==> config.mk <==
export PLATFORM = sky130hd
export DESIGN_NAME = tft_ctrl
export DESIGN_NICKNAME = d
export VERILOG_FILES = /design/src/rtl/tft_ctrl.sv
export SDC_FILE = /design/constraint.sdc
export NUM_CORES = 1
export LEC_CHECK = 0
export ABC_AREA = 1
export BUFFER_PORTS_ARGS = -buffer_cell sky130_fd_sc_hd__clkbuf_2
export CAP_MARGIN = 0
export CORE_MARGIN = 10
export CORE_UTILIZATION = 25
export CTS_CLUSTER_DIAMETER = 100
export DETAILED_ROUTE_END_ITERATION = 7
export GPL_TIMING_DRIVEN = 0
export HOLD_SLACK_MARGIN = 0.15
export PLACE_DENSITY_LB_ADDON = 0.25
export SLEW_MARGIN = 10
export SYNTH_ARGS = -nofsm -noshare
export SYNTH_HDL_FRONTEND = slang
export SYNTH_SLANG_ARGS = --single-unit
export TNS_END_PERCENT = 10
==> constraint.sdc <==
create_clock -name clk -period 5 [get_ports clk]
set_clock_uncertainty 0.15 [all_clocks]
set_input_delay 0.75 -clock clk [delete_from_list [all_inputs] [get_ports clk]]
set_output_delay 0.75 -clock clk [all_outputs]
set_load 0.01 [all_outputs]
==> src/rtl/tft_ctrl.sv <==
// tft_ctrl -- RGB565 TFT panel timing generator.
//
// Generates the hc/vc raster counters, the pixel request to an upstream line
// buffer/FIFO, and the panel-side syncs, data enable and pixel bus. Panel-side
// outputs are two clk cycles behind the counter state that produced them, so
// a pixel returned the cycle after data_req lands in the same cycle as its DE.
//
// Optional build macro: TFT_TEST_PATTERN_EN -- replaces the upstream pixel with
// an internal 8-bar colour pattern and holds data_req low.
//
// Ports:
//   clk          pixel clock (only clock)
//   rst          asynchronous active-high reset
//   vga_data     RGB565 pixel, valid the cycle after data_req
//   data_req     pixel request, high exactly in the active window
//   hcount       active-area column of the requested pixel (0 when idle)
//   vcount       active-area row of the requested pixel (0 when idle)
//   frame_start  one-cycle pulse at hc=0, vc=0
//   tft_hs/vs    syncs, active-low
//   tft_de       data enable, active-high
//   tft_rgb      RGB565 pixel to panel, 0 during blanking
//   tft_bl       backlight enable, 0 in reset
module tft_ctrl #(
    parameter int H_SYNC  = 41,
    parameter int H_BACK  = 2,
    parameter int H_DISP  = 480,
    parameter int H_FRONT = 2,
    parameter int V_SYNC  = 10,
    parameter int V_BACK  = 2,
    parameter int V_DISP  = 272,
    parameter int V_FRONT = 2
) (
    input  logic        clk,
    input  logic        rst,
    input  logic [15:0] vga_data,
    output logic        data_req,
    output logic [10:0] hcount,
    output logic [10:0] vcount,
    output logic        frame_start,
    output logic        tft_hs,
    output logic        tft_vs,
    output logic        tft_de,
    output logic [15:0] tft_rgb,
    output logic        tft_bl
);
    localparam logic [10:0] H_LAST  = 11'(H_SYNC + H_BACK + H_DISP + H_FRONT - 1);
    localparam logic [10:0] V_LAST  = 11'(V_SYNC + V_BACK + V_DISP + V_FRONT - 1);
    localparam logic [10:0] H_START = 11'(H_SYNC + H_BACK);
    localparam logic [10:0] H_STOP  = 11'(H_SYNC + H_BACK + H_DISP);
    localparam logic [10:0] V_START = 11'(V_SYNC + V_BACK);
    localparam logic [10:0] V_STOP  = 11'(V_SYNC + V_BACK + V_DISP);
    localparam logic [10:0] H_SW    = 11'(H_SYNC);
    localparam logic [10:0] V_SW    = 11'(V_SYNC);

    logic [10:0] hc, vc;
    logic [10:0] col, row;
    logic        active, raw_hs, raw_vs;
    logic        de1, hs1, vs1;

    // raster counters
    always_ff @(posedge clk or posedge rst) begin
        if (rst) begin
            hc <= '0;
            vc <= '0;
        end else if (hc == H_LAST) begin
            hc <= '0;
            vc <= (vc == V_LAST) ? 11'd0 : vc + 11'd1;
        end else begin
            hc <= hc + 11'd1;
        end
    end

    always_comb begin
        active = !rst && (hc >= H_START) && (hc < H_STOP)
                      && (vc >= V_START) && (vc < V_STOP);
        raw_hs = (hc >= H_SW);
        raw_vs = (vc >= V_SW);
        col    = hc - H_START;
        row    = vc - V_START;
    end

`ifdef TFT_TEST_PATTERN_EN
    logic [15:0] pix1;
    logic        unused_vga;

    assign unused_vga = ^vga_data;
    assign data_req   = 1'b0;

    // bar k spans columns k*H_DISP/8 .. (k+1)*H_DISP/8-1
    function automatic logic [15:0] bar_color(input logic [10:0] c);
        logic [2:0] k;
        k = '0;
        for (int i = 1; i < 8; i++)
            if (c >= 11'(i * H_DISP / 8)) k = 3'(i);
        unique case (k)
            3'd0: bar_color = 16'hFFFF;
            3'd1: bar_color = 16'hFFE0;
            3'd2: bar_color = 16'h07FF;
            3'd3: bar_color = 16'h07E0;
            3'd4: bar_color = 16'hF81F;
            3'd5: bar_color = 16'hF800;
            3'd6: bar_color = 16'h001F;
            3'd7: bar_color = 16'h0000;
        endcase
    endfunction

    // stage-1 pixel comes from the pattern instead of the upstream buffer
    always_ff @(posedge clk or posedge rst) begin
        if (rst) pix1 <= '0;
        else     pix1 <= active ? bar_color(col) : 16'h0000;
    end
`else
    assign data_req = active;
`endif

    assign hcount      = data_req ? col : 11'd0;
    assign vcount      = data_req ? row : 11'd0;
    assign frame_start = !rst && (hc == 11'd0) && (vc == 11'd0);

    // stage 1: raw timing
    always_ff @(posedge clk or posedge rst) begin
        if (rst) begin
            de1 <= 1'b0;
            hs1 <= 1'b1;
            vs1 <= 1'b1;
        end else begin
            de1 <= active;
            hs1 <= raw_hs;
            vs1 <= raw_vs;
        end
    end

    // stage 2: panel outputs; the pixel arrives here one cycle after the
    // request, so it lines up with the twice-registered DE
    always_ff @(posedge clk or posedge rst) begin
        if (rst) begin
            tft_de  <= 1'b0;
            tft_hs  <= 1'b1;
            tft_vs  <= 1'b1;
            tft_rgb <= 16'h0000;
        end else begin
            tft_de  <= de1;
            tft_hs  <= hs1;
            tft_vs  <= vs1;
`ifdef TFT_TEST_PATTERN_EN
            tft_rgb <= de1 ? pix1 : 16'h0000;
`else
            tft_rgb <= de1 ? vga_data : 16'h0000;
`endif
        end
    end

    always_ff @(posedge clk or posedge rst) begin
        if (rst) tft_bl <= 1'b0;
        else     tft_bl <= 1'b1;
    end
endmodule

==> metrics.cfg <==
[yosys]
postSynthCellCount=349
synth_seq_cells=45
synthArstFlopShare_pct=100
synth_area_sq_um=2650
postSynthAreaPerCell_sq_um=7.58
syn_nets=375
yosysWarnings=0
synth-edff-count=0
ys_types=31
synth_ff_type=dfrtp_1
ys_seq_area_share_pct=42.8

[clock_tree]
ctsResizeCount=0
post_cts_buffers=0
cts_tree=yes
numCtsBuffers=5
clockBufferDepth=2
clk_pin_slew_ns=0.09
h-tree-depth=2
clock_latency_ns=0.30
cts_hold_buf=0
root_buffer=clkbuf_8
cts_sinks=45

[cells_and_area]
seq_area_sq_um=1130
synthToLayoutAreaGrowth_pct=23.1
fin_nets=444
layout_commonest_cell=nand2_1
num_antenna_cells=0
multi_input_area_sq_um=1230
fill_cells=1150
drive_gt1_share_pct=27.9
post-route-util_pct=31.5
most-common-layout-cells=nand2_1 (74), clkbuf_2 (61), inv_1 (56), nor2_1 (43), dfrtp_1 (41)

[routing]
routed_wl_microns=7030
antenna_left=0
viasPerCell=4.24
dr.pass1.iters=5
vias=2351
first_iter_violations=79
wl_per_cell_microns=12.7
drcViolationCount=0

[setup_path]
worstSetupPathType=input port to output pin
worst_setup_path_start_kind=input port
cp.arrival_ns=2.46
required_ns=4.10
r2r-start=vc[2]$_DFFE_PP0N_
endpoint_kind=output pin
crit_fanout=28
crit_start=rst

[die]
num_rows=37
pin_count=62
die_h_microns=123
core_area_sq_um=10300
initial_core_util_pct=25.6
die_area_sq_um=15100
die_w_microns=123

[place]
port_buffers=61
dp_slack_ns=1.52
place.gp.congestion=0.890
hpwlAfterDp_microns=5600

[job]
max_cap_viol_count=0

[power]
combPwrFrac_pct=2.6
p_leak_nw=1.84
p_sw_w=0.000148
p_int_w=0.000521
pwr-share-seq_pct=54.4
peakVddDrop_mv=0.108
power_density_nw_per_um2=206
p_clk_share_pct=43.0
switching_share_pct=22.2

[sta]
tns_ns=0
grt_setup_unrepaired=false
setup_viol=0
min_period_ns=3.36
min_period_over_period_pct=67.2
fmax_ghz=0.298
slew_headroom_pct=64.5
hold_viol_final=0
layout_setup_ws_ns=1.64
worst_pin_slew_ns=0.528
maxSlewViolCount=0

[global_routing]
grt.total_usage_pct=9.71
antenna_found_initial=0
overflow=0
grt_pass1_wl_microns=11800
grt_max_degree=29
grt_pass1_vias=2398

[min_path]
min_from=hs1$_DFF_PP1_
min_path_type=flop to flop

[outcome]
status=finished, final reports clean

-- critical path, stage by stage --
cell,delay (ns)
clkbuf_2,0.08
inv_2,0.33
buf_12,0.26
nand3_1,0.09
a21oi_1,0.12
nand2_1,0.06
nor2_1,0.21
nand2_2,0.13
buf_6,0.18
nor2_2,0.08
clkbuf_2,0.15
-- sequential cells by signal, indices dropped and copies added (netlist names) --
name,flops
vs1,1
vc,11
hs1,1
tft_de,1
de1,1
tft_hs,1
tft_vs,1
tft_bl,1
hc,11
tft_rgb,16
-- metal layers --
metal,track usage [%],share of wire (%)
met5,0,0
met4,3.02,0.78
met3,4.13,9.4
met2,14.7,44
met1,12.3,46
-- per-stage QoR --
stage	instance area, sq um	cells	hold WS, ns	total power [W]
2_1_floorplan	2650	349	0.195	0.000378
6_report	3260	555	0.209	0.000669
3_3_place_gp	3120	546	0.196	0.000388
4_1_cts	3260	555	0.211	0.000688
5_1_grt	3260	555	0.218	0.000708
3_5_place_dp	3140	547	0.197	0.000390
-- power groups by stage --
stage                     Sequential, W  Clock, W  Combinational (W)
final                          0.000364  0.000288          0.0000172
after global routing           0.000365  0.000323          0.0000203
after CTS                      0.000364  0.000305          0.0000183
after detailed placement       0.000371         0          0.0000183
after global placement         0.000371         0          0.0000162
after floorplan                0.000372         0         0.00000626
-- cell usage after synthesis, types with 2 or more instances --
library cell,number,area [sq um]
nand2_1,74,278
inv_1,57,214
nor2_1,43,161
dfrtp_1,41,1030
nand3_1,22,110
nor2_2,22,138
xor2_1,16,140
o21ai_0,12,60.1
ha_1,8,100
nor3_1,8,40.0
a21oi_1,6,30.0
buf_2,5,25.0
dfstp_2,4,105
inv_2,4,15.0
nand2_2,4,25.0
nand4_1,3,18.8
a31oi_1,2,12.5
buf_6,2,22.5
clkbuf_1,2,7.51
nor2_4,2,22.5
nor4_1,2,12.5
-- cell type report --
class | count | share of cell area (%)
Tap cell | 136 | 5.23
Inverter | 61 | 7.03
Sequential cell | 45 | 34.7
Clock inverter | 3 | 1.42
Timing Repair Buffer | 62 | 9.99
Buffer | 9 | 1.69
Clock buffer | 5 | 2.11
Multi-Input combinational cell | 234 | 37.8
-- path summary, 6_finish.rpt --
kind                                        end  slack [ns]  cells past startpoint
max                                   vcount[0]        1.64                     11
min                            tft_hs$_DFF_PP1_        0.21                      0
max reg2reg                       de1$_DFF_PP0_        3.06                      8
min reg2reg                    tft_hs$_DFF_PP1_        0.21                      0
max in group asynchronous         vs1$_DFF_PP1_        3.85                      3
min in group asynchronous  tft_rgb[3]$_DFF_PP0_        0.27                      2
-- cells by family after synthesis --
| family | after synthesis | share of synthesized area, % |
|---|---|---|
| simple gates | 183 | 31.6 |
| buf+inv | 70 | 10.7 |
| flops | 45 | 42.8 |
| compound gates | 25 | 5.39 |
| xor+xnor | 17 | 5.63 |
| fa+ha+maj | 8 | 3.78 |
| other cells | 1 | 0.142 |
Power figures use the tool's default switching activity.
